==> config.mk <==
export PLATFORM = sky130hd
export DESIGN_NAME = weight_enum_flat
export DESIGN_NICKNAME = d
export VERILOG_FILES = /design/src/rtl/weight_enum_pkg.sv /design/src/rtl/weight_enum_if.sv /design/src/rtl/weight_enum_next_comb.sv /design/src/rtl/weight_enum.sv /design/src/flat_wrapper.sv
export SDC_FILE = /design/constraint.sdc
export NUM_CORES = 1
export LEC_CHECK = 0
export BUFFER_PORTS_ARGS = -buffer_cell sky130_fd_sc_hd__buf_2
export CAP_MARGIN = 0
export CELL_PAD_IN_SITES_DETAIL_PLACEMENT = 1
export CELL_PAD_IN_SITES_GLOBAL_PLACEMENT = 2
export CORE_MARGIN = 2
export CORE_UTILIZATION = 30
export DETAILED_ROUTE_END_ITERATION = 10
export PLACE_DENSITY = 0.74
export SYNTH_ARGS = -nofsm -noshare
export SYNTH_HDL_FRONTEND = slang
export SYNTH_SLANG_ARGS = --single-unit
==> constraint.sdc <==
create_clock -name clk -period 5.6 [get_ports clk]
set_input_delay 0.28 -clock clk [delete_from_list [all_inputs] [get_ports clk]]
set_output_delay 0.28 -clock clk [all_outputs]
set_load 0.02 [all_outputs]
==> src/rtl/weight_enum_pkg.sv <==
// Shared widths, FSM state type and bit-twiddling helpers for the weight enumerator.
package weight_enum_pkg;

    localparam int unsigned W     = 8;
    localparam int unsigned K_W   = 4;
    localparam int unsigned IDX_W = 7;
    localparam int unsigned SUM_W = W + 1;
    localparam int unsigned K_MAX = 8;

    typedef enum logic {
        IDLE = 1'b0,
        RUN  = 1'b1
    } state_e;

    // Trailing-zero count; returns W for an all-zero word.
    function automatic logic [K_W-1:0] ctz(input logic [W-1:0] x);
        logic [K_W-1:0] n;
        n = K_W'(W);
        for (int i = W - 1; i >= 0; i--) begin
            if (x[i]) n = K_W'(i);
        end
        return n;
    endfunction

    // True when all ones sit contiguously at the MSB end (includes 0x00 and 0xFF).
    function automatic logic is_msb_packed(input logic [W-1:0] x);
        logic [W-1:0] inv;
        inv = ~x;
        return (inv & (inv + W'(1))) == '0;
    endfunction

endpackage

==> src/rtl/weight_enum_if.sv <==
// Request/stream bundle between the enumerator and its consumer.
interface weight_enum_if;
    import weight_enum_pkg::*;

    logic             start;
    logic [K_W-1:0]   k;
    logic             out_ready;
    logic             out_valid;
    logic [W-1:0]     out_data;
    logic [IDX_W-1:0] out_idx;
    logic             out_last;
    logic             busy;
    logic             done;
    logic             err;

    modport master (
        output start, k, out_ready,
        input  out_valid, out_data, out_idx, out_last, busy, done, err
    );

    modport slave (
        input  start, k, out_ready,
        output out_valid, out_data, out_idx, out_last, busy, done, err
    );

endinterface

==> src/rtl/weight_enum_next_comb.sv <==
// Combinational successor of an equal-weight word (lowest-set-bit method) and its last flag.
module next_comb
    import weight_enum_pkg::*;
(
    input  logic [W-1:0] word_i,
    output logic [W-1:0] next_o,
    output logic         next_last_o
);

    logic [SUM_W-1:0] x;
    logic [SUM_W-1:0] c;
    logic [SUM_W-1:0] r;
    logic [SUM_W-1:0] tail;

    always_comb begin
        x           = SUM_W'(word_i);
        c           = x & (~x + SUM_W'(1));
        r           = x + c;
        tail        = ((r ^ x) >> 2) >> ctz(word_i);
        next_o      = W'(r | tail);
        next_last_o = is_msb_packed(next_o);
    end

endmodule

==> src/rtl/weight_enum.sv <==
// Streams every 8-bit word of popcount k in ascending order over a valid/ready handshake.
module weight_enum
    import weight_enum_pkg::*;
(
    input  logic          clk,
    input  logic          rst_n,
    weight_enum_if.slave  bus
);

    state_e           state_q, state_d;
    logic [W-1:0]     data_q,  data_d;
    logic [IDX_W-1:0] idx_q,   idx_d;
    logic             last_q,  last_d;
    logic             valid_q, valid_d;
    logic             busy_q,  busy_d;
    logic             done_q,  done_d;
    logic             err_q,   err_d;

    logic [W-1:0]     nxt_word;
    logic             nxt_last;
    logic [W-1:0]     load_word;

    next_comb u_next (
        .word_i      (data_q),
        .next_o      (nxt_word),
        .next_last_o (nxt_last)
    );

    // (1 << k) - 1 needs the ninth bit for k = 8.
    assign load_word = W'((SUM_W'(1) << bus.k) - SUM_W'(1));

    always_comb begin
        state_d = state_q;
        data_d  = data_q;
        idx_d   = idx_q;
        last_d  = last_q;
        valid_d = valid_q;
        busy_d  = busy_q;
        done_d  = 1'b0;
        err_d   = 1'b0;

        case (state_q)
            IDLE: begin
                if (bus.start) begin
                    if (bus.k > K_W'(K_MAX)) begin
                        err_d = 1'b1;
                    end else begin
                        state_d = RUN;
                        data_d  = load_word;
                        idx_d   = '0;
                        last_d  = is_msb_packed(load_word);
                        valid_d = 1'b1;
                        busy_d  = 1'b1;
                    end
                end
            end
            RUN: begin
                if (valid_q && bus.out_ready) begin
                    if (last_q) begin
                        state_d = IDLE;
                        data_d  = '0;
                        idx_d   = '0;
                        last_d  = 1'b0;
                        valid_d = 1'b0;
                        busy_d  = 1'b0;
                        done_d  = 1'b1;
                    end else begin
                        data_d  = nxt_word;
                        idx_d   = idx_q + IDX_W'(1);
                        last_d  = nxt_last;
                    end
                end
            end
            default: state_d = IDLE;
        endcase
    end

    always_ff @(posedge clk or negedge rst_n) begin
        if (!rst_n) begin
            state_q <= IDLE;
            data_q  <= '0;
            idx_q   <= '0;
            last_q  <= 1'b0;
            valid_q <= 1'b0;
            busy_q  <= 1'b0;
            done_q  <= 1'b0;
            err_q   <= 1'b0;
        end else begin
            state_q <= state_d;
            data_q  <= data_d;
            idx_q   <= idx_d;
            last_q  <= last_d;
            valid_q <= valid_d;
            busy_q  <= busy_d;
            done_q  <= done_d;
            err_q   <= err_d;
        end
    end

    assign bus.out_valid = valid_q;
    assign bus.out_data  = data_q;
    assign bus.out_idx   = idx_q;
    assign bus.out_last  = last_q;
    assign bus.busy      = busy_q;
    assign bus.done      = done_q;
    assign bus.err       = err_q;

endmodule

==> src/flat_wrapper.sv <==
// flat-port wrapper written by rule: the top's interface ports become plain ports
module weight_enum_flat import weight_enum_pkg::*;
  (clk, rst_n, bus_start, bus_k, bus_out_ready, bus_out_valid, bus_out_data, bus_out_idx, bus_out_last, bus_busy, bus_done, bus_err);
  weight_enum_if bus_i ();
  input  logic clk;
  input  logic rst_n;
  input wire logic [$bits(bus_i.start)-1:0] bus_start;
  input wire logic [$bits(bus_i.k)-1:0] bus_k;
  input wire logic [$bits(bus_i.out_ready)-1:0] bus_out_ready;
  output wire logic [$bits(bus_i.out_valid)-1:0] bus_out_valid;
  output wire logic [$bits(bus_i.out_data)-1:0] bus_out_data;
  output wire logic [$bits(bus_i.out_idx)-1:0] bus_out_idx;
  output wire logic [$bits(bus_i.out_last)-1:0] bus_out_last;
  output wire logic [$bits(bus_i.busy)-1:0] bus_busy;
  output wire logic [$bits(bus_i.done)-1:0] bus_done;
  output wire logic [$bits(bus_i.err)-1:0] bus_err;
  assign bus_i.start = bus_start;
  assign bus_i.k = bus_k;
  assign bus_i.out_ready = bus_out_ready;
  assign bus_out_valid = bus_i.out_valid;
  assign bus_out_data = bus_i.out_data;
  assign bus_out_idx = bus_i.out_idx;
  assign bus_out_last = bus_i.out_last;
  assign bus_busy = bus_i.busy;
  assign bus_done = bus_i.done;
  assign bus_err = bus_i.err;
  weight_enum u_core (.clk(clk), .rst_n(rst_n), .bus(bus_i));
endmodule
# After elaboration in Yosys (flattened, before gate mapping)
# Index checks and enable logic that the tools add are counted.
# classes
add_sub_neg	6
n_mux	39
n_lt_le_gt_ge	1
eq_ne	4
bitwise	9
n_reduce_logical	5
shift	2
# ops
op	count
two-way mux 4 bit	8
two-way mux 8 bit	4
two-way mux 7 bit	4
two-way mux 1 bit	18
adder 8 x 1 -> 8 bit (second input constant)	2
bitwise AND 8 bit	2
logical NOT 8 bit	2
NOT 8 bit	2
case mux 8 bit (2 select lines)	1
case mux 7 bit (2 select lines)	1
adder 8 x 9 -> 9 bit	1
adder 9 x 1 -> 9 bit (second input constant)	1
bitwise AND 8 x 9 -> 9 bit	1
NOT 8 -> 9 bit	1
bitwise XOR 9 x 8 -> 9 bit	1
inequality test 2 bit (second input constant)	4
bitwise OR 8 bit	1
<< shifter 1 x 4 -> 8 bit (first input constant)	1
>> shifter 7 x 4 -> 8 bit	1
subtractor 8 x 2 -> 8 bit (second input constant)	1
adder 7 x 1 -> 7 bit (second input constant)	1
case mux 1 bit (2 select lines)	3
greater-than comparator 4 bit (second input constant)	1
AND reduction 4 bit	1
3 further kinds	3
# word_totals
regBits	20
out_inout_bits	20

# Longest topological paths before layout
# Gate-level depths: netlist of the first run.
# logic_depth
depth_word	17
depth_mapped	9

# By module
# From an unflattened synthesis of the first run, not the netlist that was laid out.
# unflattened
cells_unflattened	221
area_unflattened_um2	1808.0
# by_module_without_submodules
mod	cells_each	n_inst	area_each_um2	seq_area_each_um2
weight_enum	124	1	1131.1	500.5
next_comb	97	1	676.9	0.0

# Worst setup path before layout of the first run
# OpenSTA, ideal clock, no wires.
# synth_timing
path_type	register -> register
start	reg u_core.data_q[1] (netlist: u_core.bus.out_data[1])
end	reg u_core.last_q (netlist: u_core.bus.out_last)
synth_period_minus_slack_ps	2449
setup_ps	103
required_ps	5497
stages_incl_launch_ff	9
arrival_time_ps	2345
slack_ps	3151
path_buffers	1
cell_sequence	dfrtp_1 buf_6 nand2b_1 nand4_4 a31o_1 a211oi_2 mux2_4 a2111o_1 o41ai_2
# synth_between
elab_chain_cells	14
elab_cells_between_ends	16
cone_classes	add/sub (3); shift (1); mux (5); bitwise (6); reduce/logical (1)
# synth_lines
item	line_no	rtl
start, declared	weight_enum.sv:11	logic [W-1:0] data_q, data_d;
start signal, assigned	weight_enum.sv:90	data_q <= data_d;
NOT 8 -> 9 bit	weight_enum_next_comb.sv:17	c = x & (~x + SUM_W'(1));
adder 9 x 1 -> 9 bit	weight_enum_next_comb.sv:17	
bitwise AND 8 x 9 -> 9 bit	weight_enum_next_comb.sv:17	
adder 8 x 9 -> 9 bit	weight_enum_next_comb.sv:18	r = x + c;
bitwise XOR 9 x 8 -> 9 bit	weight_enum_next_comb.sv:19	tail = ((r ^ x) >> 2) >> ctz(word_i);
>> shifter 7 x 4 -> 8 bit	weight_enum_next_comb.sv:19	
bitwise OR 8 bit *	weight_enum_next_comb.sv:20	next_o = W'(r | tail);
NOT 8 bit *	weight_enum_pkg.sv:28	inv = ~x;
adder 8 x 1 -> 8 bit	weight_enum_pkg.sv:29	return (inv & (inv + W'(1))) == '0;
bitwise AND 8 bit *	weight_enum_pkg.sv:29	
logical NOT 8 bit *	weight_enum_pkg.sv:29	
two-way mux 1 bit *	weight_enum.sv:59	if (last_q) begin
two-way mux 1 bit *	weight_enum.sv:58	if (valid_q && bus.out_ready) begin
case mux 1 bit (2 select lines) *	weight_enum.sv:42	case (state_q)
end signal, assigned	weight_enum.sv:92	last_q <= last_d;
end, declared	weight_enum.sv:13	logic last_q, last_d;
# Mark *: on every way between the ends. The rest lies on a longest branch, timed or not. The select of a mux whose other input is x is not followed.
# A chain may end at the register's enable or synchronous reset.

# Worst setup path in the final report of the first run
# layout_timing
start	reg u_core.data_q[2] (netlist: u_core.bus.out_data[2])
end	reg u_core.last_q (netlist: u_core.bus.out_last)
# Same word-level chain as after synthesis.

==> flow_summary.json, run 1 <==
{
  "hold_class": "input pin to flop",
  "crit_path_max_fanout": 23,
  "powerDensity_nw_per_um2": 619.1,
  "dr.pass1.iters": 4,
  "grt_start_max_net_pins": 24,
  "cts_buffer_depth": 2,
  "layout_common_cells": "27 x buf_2, 20 x nor2_1, 20 x dfrtp_1, 18 x nand2_1, 16 x a21oi_1",
  "portBuffers": 27,
  "nNetsFinal": 252,
  "cap_violations": 0,
  "synth_area_per_cell_um2": 8.063,
  "syn_area_um2": 1814,
  "ff2ff_path_depth": 7,
  "grt_remaining_overflow": 0,
  "coreArea_um2": 5886,
  "fmax_ghz": 0.3475,
  "die_area_um2": 6686,
  "die_h_um": 81.77,
  "cts_made_buffers": 3,
  "rsz0062_at_grt": "false",
  "drt_iter0_markers": 74,
  "yosys_warnings": 0,
  "synth_ff_type": "dfrtp_1",
  "slew_headroom_pct": 45.57,
  "async_flop_share_pct": 100.0,
  "busiest_layer": "met2",
  "syn2layout_area_growth_pct": 11.17,
  "use_met2_pct": 27.40,
  "num_vias": 1764,
  "syn-instance-count": 225,
  "met3_usage_pct": 2.088,
  "finalCriticalPeriod_ps": 2878,
  "antenna_left": 0,
  "syn-num-nets": 237,
  "cts_tree": "done",
  "use_met1_pct": 26.33,
  "place_ws_ps": 2741,
  "cellLeakagePower_nw": 0.8684,
  "rows": 28,
  "cts_sinks": 20,
  "drive_gt1_share_pct": 17.15,
  "insertedDiodeCount": 0,
  "drt-wirelength-per-cell_um": 17.69,
  "whs_path_depth": 2,
  "synth-edff-count": 0,
  "worst-setup-path-type": "flop to flop",
  "max_stage_delay_ps": 670,
  "drc": 0,
  "clk_pin_slew_worst_paths_ps": 70,
  "synth-seq-area-share_pct": 27.59,
  "r2r-end": "u_core.bus.out_last$_DFFE_PN0P_",
  "cp_slowest_cell": "nor4_4",
  "endpoint_kind": "flop",
  "status": "completed",
  "initial_core_util_pct": 30.82,
  "skew_ps": 2.316,
  "finalHoldViolations": 0,
  "setup_violations": 0,
  "drv_slew": 0,
  "final.setup.worst_slack_ps": 2722,
  "die_w_um": 81.77,
  "hp-start": "bus_start",
  "dp_hpwl_um": 4125,
  "crit_arrival_ps": 3040,
  "num_io_pins": 28,
  "ys_seq_elements": 20,
  "clock_latency_ps": 260,
  "cp_cell_sequence": "nor4_4 > o211ai_1 > o21ai_2 > a211oi_2 > mux2_4 > a2111o_1 > o41ai_2",
  "critPathRequiredTime_ps": 5760,
  "fin_crit_sh_pct": 51.39,
  "grt_use_total_pct": 17.53,
  "wirelength_um": 5556,
  "grt_pass1_vias": 1682,
  "reg2reg_slack_ps": 2720,
  "grt_pass1_wl_um": 8970,
  "antenna_found_initial": 0,
  "cts_max_level": 1,
  "layout_commonest_cell": "buf_2",
  "ys_types": 63,
  "vias_per_cell": 5.618,
  "holdPathEnd": "u_core.bus.err$_DFF_PN0_",
  "cts.root.buffer_cell": "clkbuf_8",
  "setup_tns_ps": 0,
  "max_slew.worst_pin.slew_ps": 806.2,
  "startpoint_type": "flop",
  "worstReg2RegStart": "u_core.bus.out_data[2]$_DFFE_PN0P_",
  "gp_congestion": 0.7497,
  "ir_worst_vdd_v": 0.0002375
}
-- where the power goes --
group	leakage [nW]	internal, mW	switching (mW)
Sequential	0.243	0.195	0.182
Combinational	0.597	0.306	0.457
Clock	0.0288	0.0625	0.0460
Total	0.868	0.564	0.685
-- cell families after synthesis --
kind of cell / synth area share (%)
and+or+nand+nor: 28.07
buffers and inverters: 6.896
DFF: 27.59
adders and majority gates: 2.759
AOI/OAI and AO/OA: 30.42
muxes: 1.379
xor gates and xnor gates: 2.897
-- worst max-delay path: cells and delay by family (launching register included) --
| kind | cells | cell delay [ps] |
|---|---|---|
| simple gates | 1 | 670 |
| mux | 1 | 330 |
| compound gates | 5 | 1130 |
| flops | 1 | 650 |
-- state kept, by name, indices dropped and copies added (netlist names) --
signal	flops
u_core.bus.out_last	1
u_core.bus.out_idx	7
u_core.bus.out_valid	1
u_core.bus.done	1
u_core.bus.err	1
u_core.bus.out_data	8
u_core.state_q	1
-- per-stage QoR --
| step | utilization [%] | hold slack (ps) | cell area (um2) | std cells | power [mW] |
|---|---|---|---|---|---|
| 2_1_floorplan | - | -15.59 | 1814 | 225 | 0.9271 |
| 3_3_place_gp | 33.16 | 263.7 | 1952 | 309 | 1.139 |
| 3_5_place_dp | 33.16 | 259.8 | 1952 | 309 | 1.134 |
| 4_1_cts | 34.27 | 306.8 | 2017 | 314 | 1.248 |
| 5_1_grt | 34.27 | 318.2 | 2017 | 314 | 1.357 |
| 6_report | 34.27 | 312.4 | 2017 | 314 | 1.249 |
-- metal layers --
layer | share of wire (%) | vias up
met4 | 0.61 | 0
met3 | 3.9 | 4
met1 | 49 | 846
li1 | - | 869
met2 | 46 | 45
met5 | 0 | -
-- synth_stat cells, types with 4 or more instances --
cell	n	share of area, %
dfrtp_1	20	28
nor2_1	20	4.1
nand2_1	18	3.7
a21oi_1	16	4.4
o21ai_0	10	2.8
inv_1	9	1.9
buf_2	7	1.9
nand2b_1	7	2.4
nand3_1	7	1.9
clkbuf_1	6	1.2
nor2b_1	5	1.7
ha_1	4	2.8
nor3_1	4	1.1
o21a_1	4	1.7
xor2_1	4	1.9
-- cell type report --
cell class              instances  area, um2
fillers                       731       3869
clock buffers                   4      55.05
inverters                       9      33.78
multi-input cells             178       1189
flip-flops and latches         20      500.5
repair buffers                 28      145.1
well taps                      75      93.84
-- what timing repair did --
item / CTS / global route
hold buffers: 1 / 0
buffers inserted: 0 / 0
hold endpoints to repair: 20 / 0
resized for setup: 0 / 0
-- worst max path at each step --
| stage | from | end | slack [ps] | cells past startpoint |
|---|---|---|---|---|
| after floorplan | u_core.bus.out_data[1]$_DFFE_PN0P_ | u_core.bus.out_last$_DFFE_PN0P_ | 3150 | 8 |
| after global placement | u_core.bus.out_data[1]$_DFFE_PN0P_ | u_core.bus.out_last$_DFFE_PN0P_ | 2840 | 7 |
| after detailed placement | u_core.bus.out_data[2]$_DFFE_PN0P_ | u_core.bus.out_last$_DFFE_PN0P_ | 2740 | 7 |
| after CTS | u_core.bus.out_data[2]$_DFFE_PN0P_ | u_core.bus.out_last$_DFFE_PN0P_ | 2730 | 7 |
| after global routing | u_core.bus.out_data[2]$_DFFE_PN0P_ | u_core.bus.out_last$_DFFE_PN0P_ | 2560 | 7 |
| final | u_core.bus.out_data[2]$_DFFE_PN0P_ | u_core.bus.out_last$_DFFE_PN0P_ | 2720 | 7 |
(Power assumes the default switching activity.)
==> inputs of run 2 (changes only) <==
Settings changed: PLACE_DENSITY 0.74 to 0.77.
Clock period 5.6 ns to 2.6 ns, I/O delays scaled along.
==> run 2 against run 1 <==
  * Cell count increased by 8.0%
  * First-iteration DRC count increased by 85%
  * Sequential share of layout area decreased by 2.1 points
  * Combinational power increased to 2.8 times the previous value
  * Final area increased by 10%
  * Total power increased by 150%
  * Critical path depth increased by 1
  * Worst setup slack got worse by 2600 ps
  * Sequential power increased by 68%
==> flow_summary.json, run 2 (synthesized netlist as in run 1, its figures left out) <==
{
  "worstReg2RegStart": "u_core.bus.out_data[1]$_DFFE_PN0P_",
  "cts.root.buffer_cell": "clkbuf_8",
  "initial_core_util_pct": 30.82,
  "stdcell_area_um2": 2226,
  "drc": 0,
  "num_vias": 1878,
  "drt-wirelength-per-cell_um": 17.35,
  "reg2reg_slack_ps": 120,
  "cap_violations": 0,
  "largest_register_ff_count": 8,
  "fin_cells": 339,
  "nNetsFinal": 277,
  "die_area_um2": 6686,
  "share_comb_of_total_power_pct": 69.3,
  "power_frac_seq_pct": 20.5,
  "die_w_um": 81.77,
  "grt_use_total_pct": 18.62,
  "vias_per_cell": 5.540,
  "critPathRequiredTime_ps": 2770,
  "power.internal_mw": 1.535,
  "gp_congestion": 0.8302,
  "cts_tree": "done",
  "ff2ff_path_depth": 8,
  "coreArea_um2": 5886,
  "grt_pass1_vias": 1902,
  "n_fill_cell": 738,
  "num_io_pins": 28,
  "die_h_um": 81.77,
  "ir_worst_vdd_v": 0.0005165,
  "syn2layout_area_growth_pct": 22.69,
  "cts_sinks": 20,
  "holdPathEnd": "u_core.bus.err$_DFF_PN0_",
  "rows": 28,
  "antenna_found_initial": 0,
  "hold_class": "input pin to flop",
  "max_slew.worst_pin.slew_ps": 647.1,
  "drt_iter0_markers": 137,
  "wirelength_um": 5881,
  "worst-setup-path-type": "flop to flop",
  "slew_headroom_pct": 56.31,
  "setup_violations": 0,
  "hp-start": "bus_start",
  "clock_latency_ps": 260,
  "whs_ps": 154.4,
  "drive_gt1_share_pct": 26.52,
  "endpoint_kind": "flop",
  "insertedDiodeCount": 0,
  "setup_tns_ps": 0,
  "drv_slew": 0,
  "grt_remaining_overflow": 0,
  "r2r-end": "u_core.bus.out_last$_DFFE_PN0P_",
  "cts_max_level": 1,
  "layout_commonest_cell": "buf_2",
  "layout_common_cells": "27 x buf_2, 25 x buf_4, 20 x nor2_1, 18 x nand2_1",
  "swShare_pct": 50.28,
  "fin_crit_sh_pct": 95.30,
  "grt_pass1_wl_um": 9853,
  "max_stage_delay_ps": 450,
  "rsz0062_at_grt": "false",
  "status": "completed",
  "dr.pass1.iters": 4,
  "power_switching_mw": 1.553,
  "portBuffers": 27,
  "clkPwrFrac_pct": 10.3,
  "finalCriticalPeriod_ps": 2478,
  "cp_cell_sequence": "buf_4 > nor2b_1 > nor4_1 > a31o_1 > a211oi_2 > mux2_4 > a2111o_1 > o41ai_2",
  "finalHoldViolations": 0,
  "crit_path_max_fanout": 8,
  "whs_path_depth": 2,
  "grt_start_max_net_pins": 21,
  "powerDensity_nw_per_um2": 1387,
  "antenna_left": 0,
  "post_dp_cell_area_um2": 2140,
  "cts_buffer_depth": 2,
  "placed_cells": 334,
  "cellLeakagePower_nw": 0.9905,
  "dp_hpwl_um": 4584,
  "finalPower_mw": 3.088,
  "crit_arrival_ps": 2650,
  "clk_pin_slew_worst_paths_ps": 80,
  "fmax_ghz": 0.4036,
  "skew_ps": 7.995,
  "postCtsSetupRepairBufs": 0,
  "startpoint_type": "flop",
  "cp_slowest_cell": "dfrtp_2",
  "cts_made_buffers": 3
}
## run 2: cell types whose count changed in the layout (fill, tap and decap cells not counted), sizes merged
cell    delta
buf       +25
bufinv     +1
clkbuf     -1
## run 2: timing repair
action | CTS | global route
hold buffers | 1 | 0
endpoints found under the hold margin | 20 | 0
gates resized for setup | 0 | 5
setup endpoints to repair | 0 | 1
## run 2: how the worst max path moves through the flow
stage	start	to	slack, ps	cells after the start
after floorplan	u_core.bus.out_data[1]$_DFFE_PN0P_	u_core.bus.out_last$_DFFE_PN0P_	150	8
after global placement	u_core.bus.out_data[2]$_DFFE_PN0P_	u_core.bus.out_last$_DFFE_PN0P_	110	7
after detailed placement	u_core.bus.out_data[2]$_DFFE_PN0P_	u_core.bus.out_last$_DFFE_PN0P_	100	7
after CTS	u_core.bus.out_data[2]$_DFFE_PN0P_	u_core.bus.out_last$_DFFE_PN0P_	90	7
after global routing	u_core.bus.out_data[0]$_DFFE_PN0P_	u_core.bus.out_last$_DFFE_PN0P_	10	8
final	u_core.bus.out_data[1]$_DFFE_PN0P_	u_core.bus.out_last$_DFFE_PN0P_	120	8
## run 2: final cells by class
cell class | instances | area (um2) | share of cell area, %
sequential | 20 | 505.5 | 22.71
clock inverter | 1 | 30.03 | 1.349
clock buffer | 3 | 41.29 | 1.855
timing repair buffer | 53 | 332.8 | 14.95
multi-input combinational | 178 | 1189 | 53.40
tap | 75 | 93.84 | 4.216
inverter | 9 | 33.78 | 1.518
## run 2: power by group through the flow
stage          clock network, mW  registers (mW)  logic [mW]
6_report                   0.317           0.632        2.14
5_1_grt                    0.335           0.661        2.34
4_1_cts                    0.327           0.624        2.13
3_5_place_dp                   0           0.629        2.11
3_3_place_gp                   0           0.622        2.12
2_1_floorplan                  0           0.664        1.33
## run 2: metrics by stage
step	setup slack [ps]	utilization (%)
after floorplan	151.2	-
after global placement	109.3	36.35
after detailed placement	97.21	36.35
after CTS	86.55	37.73
after global routing	10.73	37.82
final	122.2	37.82
## run 2: per-layer routing
layer  part of all wire, %  vias to the layer above  global-route usage [%]  wire length [um]
met5                     0                        -                       0                 0
met4                   1.3                        0                   2.833                74
met3                   3.3                        6                   1.648               193
met2                    47                       37                   30.57              2763
met1                    48                      916                   27.05              2850
li1                      -                      919                       -                 -
## run 2: critical path, delay by kind of cell (launching register included)
family,cells,cell delay [ps]
buffers and inverters,1,170
and+or+nand+nor,2,310
DFF,1,450
AOI/OAI and AO/OA,4,1130
muxes,1,330
==> inputs of run 3 (changes only) <==
Settings changed: PLACE_DENSITY 0.77 to 0.76, SYNTH_HIERARCHICAL from default to 1.
==> run 3 against run 2 <==
  * Non-clock buffer count increased by 1
  * Largest power group unchanged
  * Critical endpoint is now u_core/bus.out_last$_DFFE_PN0P_
  * Global-route usage is 0.96 points lower
  * Fmax shrank 1.5%
==> flow_summary.json, run 3 <==
{
  "status": "completed",
  "cellLeakagePower_nw": 0.9699,
  "path_delay_family": "compound AO/OA/AOI/OAI gates",
  "crit_arrival_ps": 2700,
  "cap_violations": 0,
  "cts_max_level": 1,
  "hold_class": "input pin to flop",
  "drv_slew": 0,
  "drt-wirelength-per-cell_um": 16.98,
  "portBuffers": 27,
  "syn_area_um2": 1808,
  "clk_pin_slew_worst_paths_ps": 80,
  "cp_cell_sequence": "or4_4 > nor3_4 > a2bb2oi_2 > o31ai_1 > o31a_2 > o2111ai_2 > a221oi_2 > a22oi_1 > o21ai_1",
  "synth_area_per_cell_um2": 8.181,
  "worst-setup-path-type": "flop to flop",
  "synth_ff_type": "dfrtp_1",
  "share_comb_of_total_power_pct": 71.7,
  "num_io_pins": 28,
  "grt_pass1_vias": 1846,
  "yosys-top-cells-area": "dfrtp_1 28%, o21ai_0 5.5%, nand2_1 4.4%, nor2_1 4.2%, o32ai_4 3.0%",
  "syn-num-nets": 233,
  "rows": 28,
  "finalHoldViolations": 0,
  "synth_most_common_cell": "nand2_1",
  "skew_ps": 9.564,
  "die_h_um": 81.63,
  "ir_worst_vdd_v": 0.0004752,
  "grt_use_total_pct": 17.66,
  "ff2ff_path_depth": 9,
  "grt_start_max_net_pins": 21,
  "power.internal_mw": 1.535,
  "cts_made_buffers": 3,
  "busiest_layer": "met2",
  "antenna_found_initial": 0,
  "die_w_um": 81.63,
  "setup_tns_ps": 0,
  "critPathRequiredTime_ps": 2790,
  "setup_violations": 0,
  "cts_sinks": 20,
  "swShare_pct": 49.43,
  "use_met2_pct": 30.82,
  "grt_remaining_overflow": 0,
  "yosys_warnings": 6,
  "cp_num_buf_inv": 0,
  "cts.root.buffer_cell": "clkbuf_8",
  "ys_seq_elements": 20,
  "coreArea_um2": 5886,
  "n_fill_cell": 724,
  "cp_slowest_cell": "or4_4",
  "initial_core_util_pct": 30.72,
  "clkPwrFrac_pct": 10.3,
  "drc": 0,
  "fmax_ghz": 0.3975,
  "powerDensity_nw_per_um2": 1298,
  "antenna_left": 0,
  "finalCriticalPeriod_ps": 2516,
  "layout_common_cells": "27 x buf_2, 24 x buf_4, 21 x nand2_1",
  "drive_gt1_share_pct": 34.22,
  "largest_register_ff_count": 8,
  "max_slew.worst_pin.slew_ps": 467.2,
  "use_met1_pct": 23.80,
  "power_frac_seq_pct": 18.0,
  "final_util_pct": 39.73,
  "dr.pass1.iters": 4,
  "slew_headroom_pct": 68.85,
  "insertedDiodeCount": 0,
  "whs_ps": 154.8,
  "async_flop_share_pct": 100.0,
  "endpoint_kind": "flop",
  "synthTopCellsByCount": "21 x nand2_1, 20 x dfrtp_1, 20 x nor2_1, 20 x o21ai_0, 10 x a21oi_1",
  "max_stage_delay_ps": 650,
  "syn-instance-count": 221,
  "power_switching_mw": 1.501,
  "gp_congestion": 0.8767,
  "fin_crit_sh_pct": 96.76,
  "synth-edff-count": 0,
  "synth-seq-area-share_pct": 27.68,
  "vias_per_cell": 5.538,
  "crit_path_max_fanout": 7,
  "synth_top_area_share_pct": 27.68,
  "die_area_um2": 6663,
  "met3_usage_pct": 1.538,
  "syn2layout_area_growth_pct": 29.34,
  "finalPower_mw": 3.036,
  "clock_latency_ps": 260,
  "wirelength_um": 5740,
  "whs_path_depth": 3,
  "synth_area_leader_cell": "dfrtp_1",
  "crit_cells": 9,
  "startpoint_type": "flop",
  "cts_tree": "done",
  "layout_commonest_cell": "buf_2",
  "cts_buffer_depth": 2,
  "drt_iter0_markers": 75,
  "grt_pass1_wl_um": 9259,
  "dp_hpwl_um": 4202,
  "ys_types": 56,
  "num_vias": 1872,
  "nNetsFinal": 276
}
==> run 3: through the flow <==
stage,worst slack (ps),instance area [um2],instances
after floorplan,19.43,1808,221
after global routing,-26.36,2338,338
after detailed placement,-49.81,2127,329
after global placement,33.10,2127,329
final,84.34,2338,338
after CTS,66.78,2217,334
==> run 3: worst reg2reg max path: stages, from the launching register on <==
cell and delay, ps:
dfrtp_1 380, or4_4 650, nor3_4 190, a2bb2oi_2 100
o31ai_1 310, o31a_2 260, o2111ai_2 140, a221oi_2 250
a22oi_1 90, o21ai_1 80
==> run 3: cell type report <==
class	count	area, um2	area share, %
clock buffer	3	41.29	1.766
timing repair buffer	54	360.3	15.41
tap	75	93.84	4.013
multi-input combinational	175	1272	54.41
clock inverter	1	30.03	1.284
sequential	20	503.0	21.51
inverter	10	37.54	1.605
==> run 3: cells by family after synthesis <==
group                      count (synthesis)  synth area share [%]
xor gates and xnor gates                   2                0.9690
AOI/OAI and AO/OA                         88                 37.92
and+or+nand+nor                           79                 22.35
adders and majority gates                  4                 2.768
DFF                                       20                 27.68
buffers and inverters                     26                 6.920
muxes                                      2                 1.384
==> run 3: per-layer routing <==
| metal | share of wire [%] | up-vias | routed length, um |
|---|---|---|---|
| li1 | - | 907 | - |
| met1 | 48 | 933 | 2743 |
| met2 | 49 | 28 | 2797 |
| met3 | 2.3 | 4 | 134 |
| met4 | 1.1 | 0 | 65 |
| met5 | 0 | - | 0 |
==> run 3: path summary, 6_finish.rpt <==
| kind | slack (ps) | start | end |
|---|---|---|---|
| max | 80 | u_core/bus.out_data[1]$_DFFE_PN0P_ | u_core/bus.out_last$_DFFE_PN0P_ |
| min | 150 | bus_out_ready | u_core/bus.done$_DFF_PN0_ |
| max reg2reg | 80 | u_core/bus.out_data[1]$_DFFE_PN0P_ | u_core/bus.out_last$_DFFE_PN0P_ |
| min reg2reg | 500 | u_core/bus.out_idx[6]$_DFFE_PN0P_ | u_core/bus.out_idx[6]$_DFFE_PN0P_ |
| max in group asynchronous | 1900 | rst_n | u_core/bus.out_data[4]$_DFFE_PN0P_ |
| min in group asynchronous | 340 | rst_n | u_core/bus.out_idx[3]$_DFFE_PN0P_ |
==> run 3: power groups by stage <==
stage               clock, mW  combinational [mW]  sequential, mW
floorplan                   0                1.18           0.640
global placement            0                1.94           0.533
detailed placement          0                1.94           0.539
CTS                     0.318                1.97           0.535
global route            0.334                2.35           0.567
finish                  0.313                2.18           0.548
==> run 3: repair_timing <==
action | 4_1_cts | 5_1_grt
hold buffers | 1 | 0
gates resized for setup | 2 | 22
hold endpoints to repair | 20 | 0
buffers inserted | 0 | 4
endpoints found under the setup margin | 1 | 1
pin swaps | 0 | 7
